`config.mk`:
```
export PLATFORM = sky130hd
export DESIGN_NAME = data_register_bank
export DESIGN_NICKNAME = d
export VERILOG_FILES = /design/src/rtl/data_register_bank.sv
export SDC_FILE = /design/constraint.sdc
export NUM_CORES = 1
export LEC_CHECK = 0
export BUFFER_PORTS_ARGS = -buffer_cell sky130_fd_sc_hd__buf_4
export CAP_MARGIN = 20
export CELL_PAD_IN_SITES_DETAIL_PLACEMENT = 0
export CELL_PAD_IN_SITES_GLOBAL_PLACEMENT = 1
export CORE_MARGIN = 1.5
export CORE_UTILIZATION = 47
export DETAILED_ROUTE_END_ITERATION = 6
export PLACE_DENSITY = 0.84
export SYNTH_ARGS = -nofsm -noshare
export SYNTH_HDL_FRONTEND = slang
export SYNTH_SLANG_ARGS = --single-unit
export TNS_END_PERCENT = 5
```
`constraint.sdc`:
```
create_clock -name clk -period 3.9 [get_ports clk]
set_input_delay 0.39 -clock clk [delete_from_list [all_inputs] [get_ports clk]]
set_output_delay 0.39 -clock clk [all_outputs]
set_load 0.005 [all_outputs]
```
`src/rtl/data_register_bank.sv`:
```
// rtl/data_register_bank.sv - snapshot-coherent register bank with clear-on-read status for an I2C reader
module data_register_bank #(
    parameter int           NUM_CH   = 3,
    parameter int           DATA_W   = 8,
    parameter int           ADDR_W   = 4,
    parameter logic [7:0]   ID_VALUE = 8'hAA
) (
    input  logic                       clk,
    input  logic                       rst_n,
    input  logic [NUM_CH*DATA_W-1:0]   ch_data,
    input  logic [NUM_CH-1:0]          ch_valid,
    input  logic                       txn_start,
    input  logic [ADDR_W-1:0]          txn_addr,
    input  logic                       rd_ack,
    output logic [DATA_W-1:0]          data_out,
    output logic [ADDR_W-1:0]          rd_ptr
);

    localparam logic [DATA_W-1:0] ID_WORD     = DATA_W'(ID_VALUE);
    localparam logic [ADDR_W-1:0] ID_ADDR     = '0;
    localparam logic [ADDR_W-1:0] STATUS_ADDR = ADDR_W'(1);
    localparam logic [ADDR_W-1:0] LAST_ADDR   = ADDR_W'(NUM_CH + 1);

    logic [DATA_W-1:0] live       [NUM_CH];
    logic [DATA_W-1:0] shadow     [NUM_CH];
    logic [NUM_CH-1:0] new_flag;
    logic [NUM_CH-1:0] shadow_status;

    logic [DATA_W-1:0] shadow_nx  [NUM_CH];
    logic [NUM_CH-1:0] status_nx;
    logic [ADDR_W-1:0] ptr_nx;
    logic [DATA_W-1:0] rd_word;
    logic [DATA_W-1:0] status_word;
    logic              status_clear;

    // Next snapshot and pointer: txn_start takes the pre-edge live values and overrides any ack
    always_comb begin
        status_nx = shadow_status;
        for (int i = 0; i < NUM_CH; i++) begin
            shadow_nx[i] = shadow[i];
        end
        if (txn_start) begin
            status_nx = new_flag;
            for (int i = 0; i < NUM_CH; i++) begin
                shadow_nx[i] = live[i];
            end
        end

        ptr_nx = rd_ptr;
        if (txn_start) begin
            ptr_nx = txn_addr;
        end else if (rd_ack) begin
            ptr_nx = (rd_ptr >= LAST_ADDR) ? '0 : rd_ptr + ADDR_W'(1);
        end

        status_clear = rd_ack && !txn_start && (rd_ptr == STATUS_ADDR);
    end

    // Map lookup for the byte that data_out will present after this edge
    always_comb begin
        status_word               = '0;
        status_word[NUM_CH-1:0]   = status_nx;
        rd_word                   = '0;
        if (ptr_nx == ID_ADDR) begin
            rd_word = ID_WORD;
        end else if (ptr_nx == STATUS_ADDR) begin
            rd_word = status_word;
        end else begin
            for (int i = 0; i < NUM_CH; i++) begin
                if (ptr_nx == ADDR_W'(i + 2)) begin
                    rd_word = shadow_nx[i];
                end
            end
        end
    end

    // State update: live capture, snapshot, sticky flags (set beats clear), pointer and read data
    always_ff @(posedge clk) begin
        if (!rst_n) begin
            for (int i = 0; i < NUM_CH; i++) begin
                live[i]   <= '0;
                shadow[i] <= '0;
            end
            new_flag      <= '0;
            shadow_status <= '0;
            rd_ptr        <= '0;
            data_out      <= '0;
        end else begin
            for (int i = 0; i < NUM_CH; i++) begin
                if (ch_valid[i]) begin
                    live[i] <= ch_data[i*DATA_W +: DATA_W];
                end
                shadow[i] <= shadow_nx[i];
            end
            new_flag      <= (new_flag & ~(status_clear ? shadow_status : '0)) | ch_valid;
            shadow_status <= status_nx;
            rd_ptr        <= ptr_nx;
            data_out      <= rd_word;
        end
    end

endmodule

```
==> run_results.csv <==
group,metric,value,unit
clock_tree,clk_latency,0.34,ns
detailed_routing,vias_per_cell,5.39,
critical_path,cp-start-kind,"register",
logic_synthesis,synthSimpleGateAreaFrac,22.8,%
placed_design,post-dp-hpwl,4200,microns
layout,nNetsFinal,348,
detailed_routing,drc,0,
clock_tree,ctsResizeCount,0,
logic_synthesis,synth_edf_count,24,
logic_synthesis,synth_seq_cells,66,
critical_path,r2r_cells,6,
sta,hold_ws,0.287,ns
layout,diodes,0,
floorplanning,dieArea,0.00676,sq mm
sta,maxSlewViolCount,0,
logic_synthesis,synthArstFlopShare,0,%
placed_design,gp_congestion,0.840,
detailed_routing,vias,2108,
detailed_routing,postRouteAntennaNets,0,
placed_design,pre_cts_ws,1.51,ns
logic_synthesis,syn_area,0.00295,sq mm
logic_synthesis,synthXorXnorAreaFrac,0,%
critical_path,ff2ff_setup_slack,1.60,ns
floorplanning,io_pins,47,
logic_synthesis,yosysWarnings,0,
power,p_leak,0.00145,uW
logic_synthesis,syn_nets,305,
logic_synthesis,synth_flop_cell,"dfxtp_1",
min_path,hold_depth,3,
logic_synthesis,synthMuxAreaShare,11.0,%
flow_run,max_cap_violations,0,
grt,grt_max_degree,45,
power,powerDensity,448,mW/mm^2
floorplanning,core_area,0.00599,sq mm
sta,fin_ws,1.60,ns
logic_synthesis,synth_cells,268,
clock_tree,cts_root_buf,"clkbuf_8",
logic_synthesis,yosys-top-cells-area,"dfxtp_1, edfxtp_1, mux2i_1, and2_1, nor2_1",
detailed_routing,routed_wl,5990,microns
min_path,hold_end,"new_flag[1]$_SDFF_PN0_",
grt,antenna_found_initial,0,
grt,grt_use_total,19.8,%
clock_tree,clk_pin_slew,0.07,ns
logic_synthesis,synth.largest_area_cell,"dfxtp_1",
grt,grt.overflow.total,0,
power,p_total,1570,uW
sta,setup_viol,0,
critical_path,criticalPathCategory,"register to register",
outcome,run_status,"completed",
grt,grt_pass1_wl,9630,microns
logic_synthesis,synth_top_family_by_area,"simple AND/OR/NAND/NOR gates",
critical_path,cp-end-kind,"register",
clock_tree,postCtsHoldBufs,0,
sta,fmax,0.434,GHz
detailed_routing,wire_per_inst,15.3,microns
critical_path,arrival,2.56,ns
sta,slew_headroom,40.5,%
clock_tree,cts_tree,"yes",
clock_tree,postCtsSetupRepairBufs,0,
floorplanning,start_util,49.2,%
critical_path,cp_max_fo,13,
power,vdd.ir_drop.worst,0.271,mV
layout,nFillCells,503,
logic_synthesis,synth-seq-area-share,53.0,%
logic_synthesis,synth_adder_area_share,0.849,%
floorplanning,die_w,82.2,microns
sta,clock_skew,0.00745,ns
clock_tree,cts.htree.levels,3,
logic_synthesis,syn_area_per_cell,11.0,sq um
floorplanning,die_height,82.2,microns
clock_tree,cts.sinks,66,
min_path,holdCritPathClass,"primary input to register",
grt,grt_pass1_vias,1961,
sta,post-route-min-period,2.30,ns
logic_synthesis,synth_cell_types,48,
clock_tree,max-clock-path-buffers,2,
logic_synthesis,synth_top_cell_area_share,28.5,%
clock_tree,cts_inserted_buffers,9,
min_path,min_from,"ch_valid[1]",
logic_synthesis,synth-compound-area-share,9.13,%
critical_path,r2r-end,"data_out[5]$_SDFF_PN0_",
detailed_routing,drtIter0Drc,132,
layout,final_area,0.00351,sq mm
sta,max_slew.worst_pin.slew,0.887,ns
sta,hold_viol,0,
placed_design,place_area,0.00331,sq mm
sta,period_share,59.1,%
detailed_routing,first_pass_iters,4,
sta,setup_tns,0,ns
placed_design,io_buffers,46,
floorplanning,row_count,28,
sta,grt_setup_unrepaired,"no",
layout,syn_to_final_growth,19.1,%
critical_path,r2r-start,"rd_ptr[1]$_SDFF_PN0_",
layout,drive_above_1_share,26.6,%
critical_path,cp.required,4.15,ns
-- worst max-delay path, stage by stage, from the launching register on --
cell and delay [ns]:
dfxtp_1 0.38, inv_1 0.06, ha_1 0.28, nor4b_2 0.40
o31ai_2 0.27, or4_1 0.59, a311oi_2 0.25
-- stage by stage --
step	util, %	cells
after global placement	55.3	375
final	58.6	391
after global routing	58.6	391
after CTS	58.6	391
after floorplan	-	268
after detailed placement	55.3	375
-- synthesized netlist by cell type (4+ instances only) --
master    number
dfxtp_1       42
and2_1        32
nor2_1        30
edfxtp_1      24
mux2i_1       21
nand2_1       11
mux2_2         9
buf_2          7
nand2b_1       7
nor3_1         7
clkbuf_1       6
a21oi_1        5
nand3_1        5
a211oi_1       4
nor4_1         4
o21ai_1        4
-- flip-flops by register name, summed over array words and instances (netlist names) --
register	flops
live	24
shadow	24
shadow_status	3
rd_ptr	4
data_out	8
new_flag	3
-- worst max path at each step --
| stage | from | endpoint | slack (ns) | cells past startpoint |
|---|---|---|---|---|
| final | rd_ptr[1]$_SDFF_PN0_ | data_out[5]$_SDFF_PN0_ | 1.60 | 6 |
| after global routing | rd_ptr[1]$_SDFF_PN0_ | data_out[7]$_SDFF_PN0_ | 1.42 | 7 |
| after CTS | rd_ptr[1]$_SDFF_PN0_ | data_out[5]$_SDFF_PN0_ | 1.59 | 6 |
| after detailed placement | txn_start | data_out[5]$_SDFF_PN0_ | 1.51 | 5 |
| after global placement | txn_start | data_out[5]$_SDFF_PN0_ | 1.59 | 5 |
| after floorplan | rd_ptr[1]$_SDFF_PN0_ | data_out[5]$_SDFF_PN0_ | 1.95 | 6 |
-- final cells by class --
class	instances	area, sq um	share of cell area (%)
clock buffer	14	163	4.63
inverter	3	11.3	0.321
timing repair buffer	48	360	10.3
clock inverter	2	35.0	0.998
multi-input combinational	183	1290	36.7
tap	75	93.8	2.67
sequential	66	1560	44.5
-- where the power goes --
group          internal [uW]  leakage [uW]  switching [uW]
Clock                    330      0.000101             246
Sequential               768      0.000600            21.0
Combinational           97.7      0.000745             109
-- per-layer routing --
| metal | track usage [%] | vias up | part of all wire [%] |
|---|---|---|---|
| met2 | 28.9 | 59 | 45 |
| met3 | 4.07 | 18 | 4.1 |
| met5 | 0 | - | 0 |
| met1 | 26.8 | 991 | 47 |
| met4 | 11.7 | 0 | 3.2 |
| li1 | - | 1040 | - |
-- cell families after synthesis --
group                      after synthesis
adders and majority gates                2
AOI/OAI and AO/OA                       34
DFF                                     66
muxes                                   31
and+or+nand+nor                        116
buffers and inverters                   19
-- layout by cell type (no fill, tap or decap), types with 2 or more instances in the layout --
| cell type | n |
|---|---|
| buf_4 | 48 |
| dfxtp_1 | 42 |
| and2_1 | 32 |
| nor2_1 | 30 |
| edfxtp_1 | 24 |
| mux2i_1 | 21 |
| nand2_1 | 11 |
| clkbuf_8 | 11 |
| mux2_2 | 9 |
| nand2b_1 | 7 |
| nor3_1 | 7 |
| a21oi_1 | 5 |
| nand3_1 | 5 |
| nor4_1 | 4 |
| a211oi_1 | 4 |
| o21ai_1 | 4 |
| inv_1 | 3 |
| o31a_1 | 3 |
| o21ai_0 | 3 |
| nand3b_1 | 3 |
| o211ai_1 | 3 |
| clkbuf_1 | 3 |
| nor4b_2 | 2 |
| o31ai_2 | 2 |
| nand4_1 | 2 |
| nor4_2 | 2 |
| a21o_1 | 2 |
| a22oi_1 | 2 |
| ha_1 | 2 |
No activity file was read; power rests on OpenSTA's default activity.
